--- src/rtl/multi_channel_producer_if.sv ---
// Per-channel output bus of the multi-channel producer: flattened data words,
// valid and flush markers travelling downstream, stall travelling upstream.
interface multi_channel_producer_if #(
  parameter int NUM_CH = 2,
  parameter int DATA_W = 32
);
  logic [NUM_CH*DATA_W-1:0] out_data;
  logic [NUM_CH-1:0]        out_valid;
  logic [NUM_CH-1:0]        out_flush;
  logic [NUM_CH-1:0]        in_stall;

  modport master (
    output out_data,
    output out_valid,
    output out_flush,
    input  in_stall
  );

  modport slave (
    input  out_data,
    input  out_valid,
    input  out_flush,
    output in_stall
  );
endinterface

--- src/rtl/multi_channel_producer.sv ---
// Stimulus producer for the multi-pipeline harness. Each channel i emits the
// sequence i, i+STRIDE, i+2*STRIDE, ... under a valid/stall handshake, marks
// the last beat of every FLUSH_PERIOD-beat group, and a start/stop FSM bounds
// each run to cfg_count beats per channel (0 = unlimited).
module multi_channel_producer #(
  parameter int NUM_CH       = 2,
  parameter int DATA_W       = 32,
  parameter int STRIDE       = NUM_CH,
  parameter int FLUSH_PERIOD = 128,
  parameter int CNT_W        = 16
) (
  input  logic                     clk,
  input  logic                     reset,
  input  logic                     start,
  input  logic                     stop,
  input  logic [CNT_W-1:0]         cfg_count,
  multi_channel_producer_if.master bus,
  output logic                     busy,
  output logic                     done
);

  typedef enum logic [1:0] {
    ST_IDLE  = 2'd0,
    ST_RUN   = 2'd1,
    ST_DRAIN = 2'd2,
    ST_DONE  = 2'd3
  } state_t;

  localparam logic [CNT_W-1:0]  ZERO_CNT   = {CNT_W{1'b0}};
  localparam logic [CNT_W-1:0]  ONE_CNT    = CNT_W'(1);
  localparam logic [CNT_W-1:0]  ISSUED_MAX = {CNT_W{1'b1}};
  // FLUSH_PERIOD is a power of two, so "issued mod period" is a mask.
  localparam logic [CNT_W-1:0]  FLUSH_MASK = CNT_W'(FLUSH_PERIOD - 1);
  localparam logic [DATA_W-1:0] STRIDE_W   = DATA_W'(STRIDE);
  localparam logic [DATA_W-1:0] ZERO_DATA  = {DATA_W{1'b0}};
  localparam logic [NUM_CH-1:0] ZERO_CH    = {NUM_CH{1'b0}};

  state_t            state_r;
  state_t            state_next_s;
  logic              busy_r;
  logic              done_r;
  logic [CNT_W-1:0]  cap_r;
  logic [DATA_W-1:0] counter_r [NUM_CH];
  logic [DATA_W-1:0] data_r    [NUM_CH];
  logic [CNT_W-1:0]  issued_r  [NUM_CH];
  logic [NUM_CH-1:0] valid_r;
  logic [NUM_CH-1:0] flush_r;
  logic [NUM_CH-1:0] launch_s;
  logic [NUM_CH-1:0] hold_s;
  logic              all_issued_s;
  logic              run_start_s;

  assign run_start_s = (state_r == ST_IDLE) && start;

  // Per-channel hold (stalled beat) and launch (free slot, budget left, RUN) decisions
  always_comb begin
    launch_s = ZERO_CH;
    hold_s   = ZERO_CH;
    for (int i = 0; i < NUM_CH; i++) begin
      hold_s[i] = valid_r[i] & bus.in_stall[i];
      if ((state_r == ST_RUN) && !stop && !hold_s[i] &&
          ((cap_r == ZERO_CNT) || (issued_r[i] < cap_r))) begin
        launch_s[i] = 1'b1;
      end else begin
        launch_s[i] = 1'b0;
      end
    end
  end

  // A bounded run is complete once every channel has issued exactly cap beats
  always_comb begin
    all_issued_s = (cap_r != ZERO_CNT);
    for (int i = 0; i < NUM_CH; i++) begin
      all_issued_s = all_issued_s & (issued_r[i] == cap_r);
    end
  end

  // Run-control FSM next-state logic
  always_comb begin
    state_next_s = state_r;
    case (state_r)
      ST_IDLE: begin
        if (start) begin
          state_next_s = ST_RUN;
        end else begin
          state_next_s = ST_IDLE;
        end
      end
      ST_RUN: begin
        if (stop) begin
          state_next_s = ST_DRAIN;
        end else if (all_issued_s && (valid_r == ZERO_CH)) begin
          state_next_s = ST_DONE;
        end else begin
          state_next_s = ST_RUN;
        end
      end
      ST_DRAIN: begin
        if (valid_r == ZERO_CH) begin
          state_next_s = ST_DONE;
        end else begin
          state_next_s = ST_DRAIN;
        end
      end
      ST_DONE: begin
        state_next_s = ST_IDLE;
      end
      default: begin
        state_next_s = ST_IDLE;
      end
    endcase
  end

  // FSM state plus busy/done flops, which track the state register exactly
  always_ff @(posedge clk or posedge reset) begin
    if (reset) begin
      state_r <= ST_IDLE;
      busy_r  <= 1'b0;
      done_r  <= 1'b0;
    end else begin
      state_r <= state_next_s;
      busy_r  <= (state_next_s == ST_RUN) || (state_next_s == ST_DRAIN);
      done_r  <= (state_next_s == ST_DONE);
    end
  end

  // Beat budget is captured once at start so later cfg_count changes are ignored
  always_ff @(posedge clk or posedge reset) begin
    if (reset) begin
      cap_r <= ZERO_CNT;
    end else if (run_start_s) begin
      cap_r <= cfg_count;
    end else begin
      cap_r <= cap_r;
    end
  end

  // Channel sequence counters, issued-beat counters and the registered beat
  always_ff @(posedge clk or posedge reset) begin
    if (reset) begin
      for (int i = 0; i < NUM_CH; i++) begin
        counter_r[i] <= DATA_W'(i);
        data_r[i]    <= ZERO_DATA;
        issued_r[i]  <= ZERO_CNT;
      end
      valid_r <= ZERO_CH;
      flush_r <= ZERO_CH;
    end else begin
      for (int i = 0; i < NUM_CH; i++) begin
        if (run_start_s) begin
          counter_r[i] <= DATA_W'(i);
          issued_r[i]  <= ZERO_CNT;
        end else if (launch_s[i]) begin
          counter_r[i] <= counter_r[i] + STRIDE_W;
          if (issued_r[i] != ISSUED_MAX) begin
            issued_r[i] <= issued_r[i] + ONE_CNT;
          end
        end

        if (launch_s[i]) begin
          data_r[i]  <= counter_r[i];
          flush_r[i] <= ((issued_r[i] & FLUSH_MASK) == FLUSH_MASK);
          valid_r[i] <= 1'b1;
        end else if (!hold_s[i]) begin
          valid_r[i] <= 1'b0;
          flush_r[i] <= 1'b0;
        end
      end
    end
  end

  for (genvar g = 0; g < NUM_CH; g++) begin : g_out
    assign bus.out_data[g*DATA_W +: DATA_W] = data_r[g];
  end

  assign bus.out_valid = valid_r;
  assign bus.out_flush = flush_r;
  assign busy          = busy_r;
  assign done          = done_r;

endmodule
--- src/flat_wrapper.sv ---
// flat-port wrapper written by rule: the top's interface ports become plain ports
module multi_channel_producer_flat 
#(
  parameter int NUM_CH       = 2,
  parameter int DATA_W       = 32,
  parameter int STRIDE       = NUM_CH,
  parameter int FLUSH_PERIOD = 128,
  parameter int CNT_W        = 16
)
  (clk, reset, start, stop, cfg_count, busy, done, bus_out_data, bus_out_valid, bus_out_flush, bus_in_stall);
  multi_channel_producer_if #(.NUM_CH(NUM_CH), .DATA_W(DATA_W)) bus_i ();
  input  logic clk;
  input  logic reset;
  input  logic start;
  input  logic stop;
  input  logic [CNT_W-1:0] cfg_count;
  output logic busy;
  output logic done;
  output wire logic [$bits(bus_i.out_data)-1:0] bus_out_data;
  output wire logic [$bits(bus_i.out_valid)-1:0] bus_out_valid;
  output wire logic [$bits(bus_i.out_flush)-1:0] bus_out_flush;
  input wire logic [$bits(bus_i.in_stall)-1:0] bus_in_stall;
  assign bus_out_data = bus_i.out_data;
  assign bus_out_valid = bus_i.out_valid;
  assign bus_out_flush = bus_i.out_flush;
  assign bus_i.in_stall = bus_in_stall;
  multi_channel_producer #(.NUM_CH(NUM_CH), .DATA_W(DATA_W), .STRIDE(STRIDE), .FLUSH_PERIOD(FLUSH_PERIOD), .CNT_W(CNT_W)) u_core (.clk(clk), .reset(reset), .start(start), .stop(stop), .cfg_count(cfg_count), .bus(bus_i), .busy(busy), .done(done));
endmodule
--- config.mk ---
export PLATFORM = sky130hd
export DESIGN_NAME = multi_channel_producer_flat
export DESIGN_NICKNAME = d
export VERILOG_FILES = /design/src/rtl/multi_channel_producer_if.sv /design/src/rtl/multi_channel_producer.sv /design/src/flat_wrapper.sv
export SDC_FILE = /design/constraint.sdc
export NUM_CORES = 1
export LEC_CHECK = 0
export BUFFER_PORTS_ARGS = -buffer_cell sky130_fd_sc_hd__buf_2
export CAP_MARGIN = 5
export CORE_MARGIN = 10
export CORE_UTILIZATION = 55
export CTS_CLUSTER_DIAMETER = 60
export CTS_CLUSTER_SIZE = 40
export DETAILED_ROUTE_END_ITERATION = 10
export PLACE_DENSITY = 0.75
export SETUP_SLACK_MARGIN = 0.3
export SYNTH_ARGS = -nofsm -noshare
export SYNTH_HDL_FRONTEND = slang
export SYNTH_SLANG_ARGS = --single-unit
--- constraint.sdc ---
create_clock -name clk -period 8.4 [get_ports clk]
set_clock_uncertainty 0.2 [all_clocks]
set_input_delay 1.68 -clock clk [delete_from_list [all_inputs] [get_ports clk]]
set_output_delay 1.68 -clock clk [all_outputs]
set_load 0.005 [all_outputs]
======== Yosys cells after proc, flatten, opt, wreduce, memory -nomap -nowiden ========
Cells that the tools add are included.
word-level totals
  logic and storage cells ................. 84
  bits of input ports ..................... 22
  bits in registers ....................... 184
  output and inout port bits .............. 70
operators by class
  magnitude comparators ................... 2
  add/sub/neg operators ................... 4
  bitwise logic cells ..................... 4
  equality and inequality tests ........... 14
  reduce and logical (&&, ||, !) cells .... 23
  multiplexer cells ....................... 23
operator list
  operator                                                number
  two-way mux 32 bit                                      4
  two-way mux 16 bit                                      6
  adder 32 x 2 -> 32 bit (second input constant)          2
  adder 16 x 1 -> 16 bit (second input constant)          2
  equality test 16 bit                                    2
  less-than comparator 16 bit                             2
  inequality test 16 bit (second input constant)          2
  zero test 16 bit                                        1
  nonzero test 16 bit                                     1
  equality test 7 bit (second input constant)             2
  two-way mux 1 bit                                       10
  equality test 2 bit (second input constant)             4
  one-hot mux 2 bit (4 select lines)                      1
  nonzero test 2 bit                                      4
  logical AND 1 bit                                       7
  bitwise AND 1 bit                                       4
  equality test 2 x 1 -> 1 bit (second input constant)    2
  zero test 2 bit                                         2
  two-way mux 2 bit                                       2
  inequality test 2 x 1 -> 1 bit (second input constant)  2
  AND reduction 2 bit                                     2
  zero test 1 bit                                         3
  logical OR 1 bit                                        3

======== Longest topological paths before layout ========
  word-level depth ........................ 9
  depth in mapped cells ................... 11
  gate-level depth less buffers ........... 8

======== Worst setup path before layout ========
OpenSTA, ideal clock, no wires.
  kind .................................... input to register
  start ................................... in stop
  end ..................................... reg u_core.counter_r[50] (netlist name)
  path slack .............................. 4.667 ns
  data arrival time ....................... 3.396 ns
  required time ........................... 8.064 ns
  stages .................................. 8
  library setup time ...................... 0.136 ns
  buffers on the path ..................... 2
  cells stage by stage .................... nor3b_2 > nand2_1 > a211o_1 > o41a_1 > buf_2 > buf_2 > o41ai_1 > a21oi_1
on the way
  cells in the longest elaborated chain, start to end .. 6
RTL lines
  what                            RTL line                       RTL
  start, declared                 flat_wrapper.sv:15             input logic stop;
  zero test 1 bit                 multi_channel_producer.sv:61   if ((state_r == ST_RUN) && !stop && !hold_s[i] &&
  logical AND 1 bit (3 in a row)  multi_channel_producer.sv:61
  two-way mux 1 bit               multi_channel_producer.sv:61
  nonzero test 2 bit (no line)    --
  end signal, assigned by index   multi_channel_producer.sv:142  counter_r[i] <= DATA_W'(i);
  end signal, assigned by index   multi_channel_producer.sv:151  counter_r[i] <= DATA_W'(i);
  end signal, assigned by index   multi_channel_producer.sv:154  counter_r[i] <= counter_r[i] + STRIDE_W;
  end, declared                   multi_channel_producer.sv:43   logic [DATA_W-1:0] counter_r [NUM_CH];
No other way between the ends.
A chain may end at the register's enable or synchronous reset.

======== Final worst setup path ========
  start ................................... in stop
  end ..................................... reg u_core.counter_r[58] (netlist name)
The elaborated chain is that of the path after synthesis.

==> results.sh <==
export IMPL_cts_root_buf="clkbuf_16"
export IMPL_synth_distinct_cells=56
export IMPL_cts_setup_buffers=0
export IMPL_grt_pass1_vias=7253
export IMPL_grt_ovfl_total=0
export IMPL_grt_pass1_wl_um=36470
export IMPL_worstPathRequired_ps=8550
export IMPL_syn_avg_cell_area_um2=9.497
export IMPL_core_area_mm2=0.01658
export IMPL_report_final_slew_viol_count=0
export IMPL_syn_area_mm2=0.009279
export IMPL_numCtsBuffers=17
export IMPL_critPathMaxFanout=111
export IMPL_p_leak_nw=4.802
export IMPL_cts_hold_buf=0
export IMPL_crit_chain="buf_2, nor3b_2, nand2_1, a211o_1, o41a_2, buf_4, or4_1, a21oi_1"
export IMPL_critPathMaxStageDelay_ps=640
export IMPL_synth_top_area_share_pct=48.81
export IMPL_ant_nets=0
export IMPL_clock_path_buffers=2
export IMPL_timing_slew_headroom_pct=4.024
export IMPL_area_delta_synth_final_pct=12.46
export IMPL_p_per_area_mw_per_mm2=226.9
export IMPL_htreeDepth=4
export IMPL_via_per_inst=6.055
export IMPL_n_antenna_cell=0
export IMPL_final_nets=1098
export IMPL_syn_nets=1036
export IMPL_tns_ps=0
export IMPL_maxCapViolations=0
export IMPL_post_route_period_util_pct=48.19
export IMPL_fin_crit_ps=4048
export IMPL_drt_iter0_drc=800
export IMPL_start_kind="primary input"
export IMPL_dp_hpwl_um=14660
export IMPL_ys_seq_area_share_pct=49.10
export IMPL_drt_wl_total_um=21990
export IMPL_cts_resized=0
export IMPL_ys_flop_type="dfrtp_1"
export IMPL_clock_sinks=182
export IMPL_end_kind="register"
export IMPL_io_pins=92
export IMPL_ys_ff_latch=182
export IMPL_nFillCells=1425
export IMPL_synthTopCellsByCount="181 x dfrtp_1, 179 x nand2_1, 72 x a21oi_1, 47 x o21ai_0, 45 x nand3_1"
export IMPL_crit_buf_inv=2
export IMPL_async_flop_share_pct=100.0
export IMPL_synth_top_area_cell="dfrtp_1"
export IMPL_path_delay_family="simple AND/OR/NAND/NOR gates"
export IMPL_clk_pin_slew_ps=70
export IMPL_setup_violations=0
export IMPL_dieArea_mm2=0.02247
export IMPL_rows=47
export IMPL_cts_tree="built"
export IMPL_route_detailed_drc=0
export IMPL_synth_edf_count=0
export IMPL_ys_warn_count=0
export IMPL_tightest_slew_ps=1426
export IMPL_crit_path_top_delay_cell="or4_1"
export IMPL_start_util_pct=55.95
export IMPL_max_freq_mhz=247.0
export IMPL_power_total_mw=2.368
export IMPL_ir_drop_uv=148.0
export IMPL_clkLatencyLatePin_ps=430
export IMPL_drtPass1Iterations=5
export IMPL_hold_class="register to register"
export IMPL_outcome="complete, no violations"
export IMPL_io_buffers=90
export IMPL_rsz0062_at_grt="no"
export IMPL_via_count=7702
export IMPL_die_x_um=149.9
export IMPL_final_hold_viol_count=0
export IMPL_place_congestion=0.8443
export IMPL_layout_drive_gt1_share_pct=16.25
export IMPL_yosysMostFrequentCell="dfrtp_1"
export IMPL_cp_arrival_ps=4200
export IMPL_critical_path_class="primary input to register"
export IMPL_ys_top_cells_by_area="dfrtp_1 49%, nand2_1 7.2%, ha_1 5.0%, a21oi_1 3.9%, o31ai_1 3.6%"
export IMPL_grtUsageTotal_pct=19.75
export IMPL_wl_per_cell_um=17.29
export IMPL_grt_start_max_net_pins=120
export IMPL_synth_cells=977
export IMPL_antenna_found_initial=0
export IMPL_die_h_um=149.9
## worst paths after layout
| check | cells past startpoint | slack [ps] | startpoint | to |
|---|---|---|---|---|
| max | 8 | 4350 | stop | u_core.counter_r[58] |
| min | 2 | 260 | u_core.bus.out_data[61] | u_core.bus.out_data[61] |
| max in group asynchronous | 3 | 5320 | reset | u_core.issued_r[19] |
| max reg2reg | 7 | 4710 | u_core.issued_r[29] | u_core.bus.out_data[4] |
| min in group asynchronous | 2 | 1280 | reset | u_core.bus.out_data[47] |
| min reg2reg | 2 | 260 | u_core.bus.out_data[61] | u_core.bus.out_data[61] |
## worst min-delay path: cells and delay by family, from the launching register on
family	cells	cell delay, ps
AND/OR/NAND/NOR	2	100
flip-flops	1	340
## layout make-up
class | count | area [um2] | area share, %
multi-input cells | 703 | 4370 | 41.88
well taps | 220 | 275.3 | 2.638
flip-flops and latches | 182 | 4556 | 43.66
clock buffers | 18 | 429.2 | 4.113
inverters | 37 | 143.9 | 1.379
clock inverters | 14 | 150.1 | 1.439
repair buffers | 98 | 510.5 | 4.892
## power by group
group	total (mW)	internal, mW	switching, mW
logic	0.543	0.163	0.380
registers	1.03	0.959	0.0722
clock network	0.794	0.441	0.354
## state kept, by name, indices dropped and copies added, names as in the netlist
signal and flops:
u_core.bus.out_flush 2, u_core.state_r 2, u_core.counter_r 63, u_core.done 1, u_core.bus.out_valid 2, u_core.bus.out_data 63
u_core.busy 1, u_core.cap_r 16, u_core.issued_r 32
## metrics by stage
stage | setup slack (ps) | util (%) | instances | hold WS, ps | area, um2
2_1_floorplan | 1578 | - | 977 | 244.2 | 9279
3_3_place_gp | 4033 | 59.43 | 1240 | 243.2 | 9856
3_5_place_dp | 3978 | 59.43 | 1240 | 250.1 | 9856
4_1_cts | 4404 | 62.92 | 1272 | 265.5 | 10440
5_1_grt | 4200 | 62.92 | 1272 | 286.2 | 10440
6_report | 4352 | 62.92 | 1272 | 258.6 | 10440
## cells by family (layout without fill, tap and decap cells)
| group | Yosys count | in the layout | synth area share, % |
|---|---|---|---|
| DFF | 182 | 182 | 49.10 |
| adders and majority gates | 37 | 37 | 4.989 |
| AOI/OAI and AO/OA | 210 | 210 | 14.19 |
| buffers and inverters | 92 | 167 | 3.937 |
| muxes | 40 | 40 | 4.652 |
| other | 1 | 1 | 0.04041 |
| xor gates and xnor gates | 2 | 2 | 0.1888 |
| and+or+nand+nor | 413 | 413 | 22.91 |
## layer usage
metal  vias up  share of wire, %  GRT usage, %
met4         0               1.6         5.588
met2       202                49         32.15
met3        27               5.3         3.955
met1      3765                44         26.24
li1       3708                 -             -
met5         -                 0             0
## cell usage in the layout (no fill, tap or decap), types with 3 or more instances in the layout
cell          n
a211oi_1      4
and3_1       17
or3_1        20
and2_1        5
or4_1        41
nor4_1       13
inv_6         4
dfrtp_1     181
nand2b_1      8
clkbuf_16    17
or2_2         3
clkinv_2      3
ha_1         37
buf_2        90
nor3_1       14
clkinv_4      3
o211ai_1     13
nand3_1      45
a21o_1        3
nor2_1       20
o41ai_1       3
o31ai_1      44
buf_4         8
inv_1        36
mux2i_1      15
a21oi_1      72
o21ai_0      47
mux2_2       25
and4_1        9
a31o_2        3
nand4_1      26
nand2_1     179
clkinvlp_4    3
Power figures use the tool's default switching activity.
